<file path="config.mk">
export PLATFORM = sky130hd
export DESIGN_NAME = act_skew_feeder_flat
export DESIGN_NICKNAME = d
export VERILOG_FILES = /design/src/rtl/act_skew_feeder_if.sv /design/src/rtl/act_skew_feeder.sv /design/src/flat_wrapper.sv
export SDC_FILE = /design/constraint.sdc
export NUM_CORES = 1
export LEC_CHECK = 0
export CORE_MARGIN = 5
export CORE_UTILIZATION = 52
export CTS_BUF_LIST = sky130_fd_sc_hd__clkbuf_4
export DETAILED_ROUTE_END_ITERATION = 6
export GPL_ROUTABILITY_DRIVEN = 0
export GPL_TIMING_DRIVEN = 0
export PLACE_DENSITY = 0.82
export SLEW_MARGIN = 5
export SYNTH_ARGS = -nofsm -noshare
export SYNTH_HDL_FRONTEND = slang
export SYNTH_SLANG_ARGS = --single-unit
</file>
<file path="constraint.sdc">
create_clock -name clk -period 3.5 [get_ports clk]
set_input_delay 0.7 -clock clk [delete_from_list [all_inputs] [get_ports clk]]
set_output_delay 0.7 -clock clk [all_outputs]
set_load 0.005 [all_outputs]
</file>
<file path="src/rtl/act_skew_feeder_if.sv">
// Activation stream into the skew feeder and skewed per-row outputs to the PE array.
// The feeder sits on the slave side. The producer and the array-side observer sit on the master side.
interface act_skew_feeder_if #(
  parameter int ARRAY_ROWS = 4,
  parameter int ACT_WIDTH  = 8
);
  logic                            in_valid;
  logic                            in_ready;
  logic [ARRAY_ROWS*ACT_WIDTH-1:0] in_act;
  logic [ARRAY_ROWS*ACT_WIDTH-1:0] act_out;
  logic [ARRAY_ROWS*3-1:0]         op_out;
  logic [ARRAY_ROWS-1:0]           lane_valid;

  modport master (
    output in_valid, in_act,
    input  in_ready, act_out, op_out, lane_valid
  );

  modport slave (
    input  in_valid, in_act,
    output in_ready, act_out, op_out, lane_valid
  );
endinterface

</file>
<file path="src/rtl/act_skew_feeder.sv">
// Skews ARRAY_ROWS-wide activation vectors into a systolic wavefront; row r has r+1 cycles of latency.
// in_ready is high only in FEED; a cycle without in_valid becomes a zero bubble that keeps the skew aligned.
module act_skew_feeder #(
  parameter int ARRAY_ROWS = 4,
  parameter int ACT_WIDTH  = 8,
  parameter int CNT_WIDTH  = 16
) (
  input  logic                 clk,
  input  logic                 reset,
  input  logic                 start,
  input  logic                 os_mode,
  input  logic [CNT_WIDTH-1:0] vec_count,
  act_skew_feeder_if.slave     bus,
  output logic                 busy,
  output logic                 done
);

  localparam int FW = (ARRAY_ROWS > 2) ? $clog2(ARRAY_ROWS - 1) : 1;
  localparam logic [FW-1:0] FLUSH_LAST = FW'((ARRAY_ROWS > 1) ? ARRAY_ROWS - 2 : 0);

  typedef enum logic [1:0] {IDLE, FEED, FLUSH, DONE} state_t;

  state_t               state_q, state_d;
  logic [CNT_WIDTH-1:0] cnt_q, cnt_d, vec_q, vec_d;
  logic [CNT_WIDTH-1:0] cnt_inc;
  logic [FW-1:0]        flush_q, flush_d;
  logic                 os_q, os_d;
  logic                 accept;

  assign bus.in_ready = (state_q == FEED);
  assign accept       = bus.in_valid && (state_q == FEED);
  assign cnt_inc      = cnt_q + 1'b1;
  assign busy         = (state_q == FEED) || (state_q == FLUSH);
  assign done         = (state_q == DONE);

  always_ff @(posedge clk) begin
    if (reset) begin
      state_q <= IDLE;
      cnt_q   <= '0;
      vec_q   <= '0;
      flush_q <= '0;
      os_q    <= 1'b0;
    end else begin
      state_q <= state_d;
      cnt_q   <= cnt_d;
      vec_q   <= vec_d;
      flush_q <= flush_d;
      os_q    <= os_d;
    end
  end

  always_comb begin
    state_d = state_q;
    cnt_d   = cnt_q;
    vec_d   = vec_q;
    os_d    = os_q;
    flush_d = '0;
    case (state_q)
      IDLE: begin
        if (start) begin
          vec_d   = vec_count;
          os_d    = os_mode;
          cnt_d   = '0;
          state_d = (vec_count == '0) ? DONE : FEED;
        end
      end
      FEED: begin
        if (accept) begin
          cnt_d = cnt_inc;
          if (cnt_inc == vec_q) state_d = (ARRAY_ROWS == 1) ? DONE : FLUSH;
        end
      end
      FLUSH: begin
        if (flush_q == FLUSH_LAST) state_d = DONE;
        else                       flush_d = flush_q + 1'b1;
      end
      DONE:    state_d = IDLE;
      default: state_d = IDLE;
    endcase
  end

  // Chains shift every cycle; outside an accept they take in zero data with a
  // clear valid bit, so the tail drains to zero through FLUSH and DONE.
  for (genvar r = 0; r < ARRAY_ROWS; r++) begin : g_lane
    logic [ACT_WIDTH-1:0] dat_q [r+1];
    logic [r:0]           vld_q;

    always_ff @(posedge clk) begin
      if (reset) begin
        for (int d = 0; d <= r; d++) dat_q[d] <= '0;
        vld_q <= '0;
      end else begin
        dat_q[0] <= accept ? bus.in_act[r*ACT_WIDTH +: ACT_WIDTH] : '0;
        vld_q[0] <= accept;
        for (int d = 1; d <= r; d++) begin
          dat_q[d] <= dat_q[d-1];
          vld_q[d] <= vld_q[d-1];
        end
      end
    end

    assign bus.act_out[r*ACT_WIDTH +: ACT_WIDTH] = dat_q[r];
    assign bus.lane_valid[r]                     = vld_q[r];
    // A zero activation under accumulate leaves an OS partial sum untouched.
    assign bus.op_out[r*3 +: 3] = ((state_q != IDLE) && os_q) ? 3'b100 : 3'b000;
  end

endmodule

</file>
<file path="src/flat_wrapper.sv">
// flat-port wrapper written by rule: the top's interface ports become plain ports
module act_skew_feeder_flat 
#(
  parameter int ARRAY_ROWS = 4,
  parameter int ACT_WIDTH  = 8,
  parameter int CNT_WIDTH  = 16
)
  (clk, reset, start, os_mode, vec_count, busy, done, bus_in_valid, bus_in_act, bus_in_ready, bus_act_out, bus_op_out, bus_lane_valid);
  act_skew_feeder_if #(.ARRAY_ROWS(ARRAY_ROWS), .ACT_WIDTH(ACT_WIDTH)) bus_i ();
  input  logic clk;
  input  logic reset;
  input  logic start;
  input  logic os_mode;
  input  logic [CNT_WIDTH-1:0] vec_count;
  output logic busy;
  output logic done;
  input wire logic [$bits(bus_i.in_valid)-1:0] bus_in_valid;
  input wire logic [$bits(bus_i.in_act)-1:0] bus_in_act;
  output wire logic [$bits(bus_i.in_ready)-1:0] bus_in_ready;
  output wire logic [$bits(bus_i.act_out)-1:0] bus_act_out;
  output wire logic [$bits(bus_i.op_out)-1:0] bus_op_out;
  output wire logic [$bits(bus_i.lane_valid)-1:0] bus_lane_valid;
  assign bus_i.in_valid = bus_in_valid;
  assign bus_i.in_act = bus_in_act;
  assign bus_in_ready = bus_i.in_ready;
  assign bus_act_out = bus_i.act_out;
  assign bus_op_out = bus_i.op_out;
  assign bus_lane_valid = bus_i.lane_valid;
  act_skew_feeder #(.ARRAY_ROWS(ARRAY_ROWS), .ACT_WIDTH(ACT_WIDTH), .CNT_WIDTH(CNT_WIDTH)) u_core (.clk(clk), .reset(reset), .start(start), .os_mode(os_mode), .vec_count(vec_count), .bus(bus_i), .busy(busy), .done(done));
endmodule
</file>
==> flow_summary_export.csv <==
group,metric,value,unit
status,status,"complete, no violations",
grt,use_met2,32.99,%
logic_synthesis,synth_compound_area_share,7.210,%
detailed_routing,route.detailed.drc,0,
grt,grt_pass1_wl,17.11,mm
detailed_routing,dr.pass1.iters,5,
power_and_ir_drop,vdd_drop_max,0.3695,mV
layout,drive_gt1_share,11.97,%
clock_tree,path_clk_slew,0.11,ns
layout,area_delta_synth_final,31.13,%
worst_setup_path,crit_slowest_cell,"clkdlybuf4s50_1",
timing,skew,0.01902,ns
worst_setup_path,crit_arrival,2.33,ns
worst_setup_path,crit_chain,"inv_1, ha_1, clkbuf_1, nor2b_1, buf_4, clkdlybuf4s50_1",
logic_synthesis,yosys.area_share.simple,26.82,%
worst_setup_path,cp_max_fo,9,
floorplan,die_height,104.6,µm
logic_synthesis,ys_ff_latch,121,
logic_synthesis,synth.area.top_cells,"dfxtp_1 52%, nor2b_1 7.3%, buf_4 5.2%",
power_and_ir_drop,p_leak,2.401,nW
grt,first_global_vias,3685,
clock_tree,postCtsHoldBufs,0,
timing,min_period,3.034,ns
timing,timing.fmax,329.6,MHz
logic_synthesis,syn_area_per_cell,9.264,µm²
logic_synthesis,postSynthCellCount,502,
timing,fin_tns_setup,0,ns
grt,antenna_found_initial,0,
logic_synthesis,yosys_warnings,0,
layout,diodes,0,
logic_synthesis,yosysUniqueCellTypes,49,
logic_synthesis,synth-main-ff-cell,"dfxtp_1",
worst_setup_path,endpoint_kind,"primary output",
clock_tree,cts_buffer_depth,2,
logic_synthesis,async_reset_ff_share,0,%
clock_tree,clk_latency,0.51,ns
logic_synthesis,synth_top_family_by_area,"simple AND/OR/NAND/NOR gates",
timing,setup_viol,0,
detailed_routing,drtAntennaViolNets,0,
min_path,hp-class,"register to register",
layout,layout.nets,681,
logic_synthesis,synth_top_area_cell,"dfxtp_1",
detailed_routing,drt_iter0_markers,158,
clock_tree,ctsResizeCount,0,
floorplan,rows,34,
timing,setup_ws,0.4663,ns
detailed_routing,routedWlPerCell,14.33,µm
timing,finalCritPeriodShare,86.68,%
placed_design,numPortBuffers,94,
timing,hold_viol,0,
worst_setup_path,start_kind,"register",
run,drv_cap,0,
grt,overflow,0,
worst_setup_path,cp_num_buf_inv,4,
logic_synthesis,synth_common_cells,"121 x dfxtp_1, 54 x nand2_1, 54 x nor2b_1",
grt,gr-usage-all-layers,19.32,%
power_and_ir_drop,power_density,537.3,mW/mm²
timing,maxSlewViolCount,0,
timing,slew_headroom,59.89,%
logic_synthesis,synth_edf_count,0,
clock_tree,htreeDepth,4,
logic_synthesis,yosysTopAreaCellShare,52.09,%
clock_tree,cts.sinks,121,
logic_synthesis,synth.most_common_cell,"dfxtp_1",
logic_synthesis,ys_seq_area_share,52.09,%
grt,grt_max_degree,17,
logic_synthesis,synthMuxAreaShare,0.5381,%
placed_design,placed_area,0.005753,mm²
floorplan,dieArea,0.01093,mm²
worst_setup_path,cp_top_family,"buffers and inverters",
grt,busiest_layer,"met2",
clock_tree,cts-buffers-inserted,17,
placed_design,pre_cts_slack,0.6038,ns
clock_tree,cts_root_buffer,"clkbuf_4",
detailed_routing,vias_per_cell,5.078,
floorplan,io_pins,104,
grt,met3_usage,6.412,%
worst_setup_path,max_stage_delay,0.50,ns
detailed_routing,vias,3773,
detailed_routing,wl,10.64,mm
timing,tightest_slew,0.5962,ns
logic_synthesis,synth_area,0.004651,mm²
layout,finalInstanceArea,0.006098,mm²
floorplan,die-width,104.6,µm
logic_synthesis,synthAdderAreaFrac,1.614,%
clock_tree,postCtsSetupBuffers,0,
worst_setup_path,critical_path_required,2.80,ns
clock_tree,cts_tree,"done",
floorplan,start_util,53.33,%
logic_synthesis,synth-xor-area-share,3.766,%
floorplan,coreArea,0.008721,mm²
timing,rsz0062_at_grt,"no",
grt,gr-usage-met1,21.85,%
worst_setup_path,critical_path_class,"register to primary output",
placed_design,dp_hpwl,7.894,mm
[placed cells by master, fill, tap and decap left out, types with 5 or more instances in the layout]
| master | instances |
|---|---|
| nand3_1 | 11 |
| clkbuf_1 | 21 |
| nor2b_1 | 54 |
| dfxtp_1 | 121 |
| and2_1 | 34 |
| nor3_1 | 10 |
| xnor2_1 | 14 |
| clkbuf_4 | 18 |
| o21ai_0 | 10 |
| nand2b_1 | 6 |
| a21oi_1 | 30 |
| clkdlybuf4s50_1 | 94 |
| nand2_1 | 54 |
| nor2_1 | 30 |
| buf_4 | 32 |
| conb_1 | 8 |
| inv_6 | 5 |
| ha_1 | 6 |
| nor4_1 | 8 |
| xor2_1 | 6 |
[cell type report]
| cell class | count | area [µm²] |
|---|---|---|
| Buffer | 59 | 347.8 |
| Tap cell | 108 | 135.1 |
| Clock inverter | 14 | 210.2 |
| Inverter | 5 | 18.77 |
| Timing Repair Buffer | 94 | 940.9 |
| Clock buffer | 18 | 135.1 |
| Fill cell | 672 | 2623 |
| Sequential cell | 121 | 2422 |
| Multi-Input combinational cell | 324 | 1888 |
[state kept, by name, indices dropped and copies added (netlist names)]
name / cells
u_core.g_lane.dat_q: 80
u_core.cnt_q: 16
u_core.vec_q: 16
u_core.g_lane.vld_q: 4
u_core.flush_q: 2
u_core.state_q: 2
u_core.os_q: 1
[where the power goes]
| part | total [mW] | switching (mW) | internal [mW] |
|---|---|---|---|
| clock | 1.16 | 0.565 | 0.597 |
| sequential | 1.51 | 0.0519 | 1.46 |
| combinational | 0.606 | 0.326 | 0.281 |
| total | 3.28 | 0.943 | 2.33 |
[kinds of logic after synthesis]
| logic type | Yosys count |
|---|---|
| mux | 2 |
| buf+inv | 64 |
| other cells | 1 |
| fa+ha+maj | 6 |
| xor+xnor | 20 |
| simple gates | 231 |
| compound gates | 57 |
| flops | 121 |
[stage by stage]
stage / hold WS [ns] / std cells / util [%] / power, mW
after floorplan: 0.3921 / 509 / - / 1.891
after global placement: 0.4027 / 711 / 65.97 / 2.113
after detailed placement: 0.4084 / 711 / 65.97 / 2.133
after CTS: 0.4433 / 743 / 69.93 / 3.292
after global routing: 0.4540 / 743 / 69.93 / 3.426
final: 0.4409 / 743 / 69.93 / 3.276
[worst paths after layout]
check | from | end | slack [ns] | cells after the start
max | u_core.state_q[0] | bus_op_out[11] | 0.47 | 6
min | u_core.g_lane[3].dat_q[1][7] | u_core.g_lane[3].dat_q[2][7] | 0.44 | 1
max reg2reg | u_core.cnt_q[0] | u_core.state_q[1] | 0.71 | 10
min reg2reg | u_core.g_lane[3].dat_q[1][7] | u_core.g_lane[3].dat_q[2][7] | 0.44 | 1
[layer usage]
metal | share of wire, % | vias to the layer above | wire (µm)
li1 | - | 1859 | -
met1 | 40 | 1730 | 4208
met2 | 50 | 161 | 5351
met3 | 7.9 | 23 | 841
met4 | 2.3 | 0 | 243
met5 | 0 | - | 0
No activity file was read; power rests on OpenSTA's default activity.
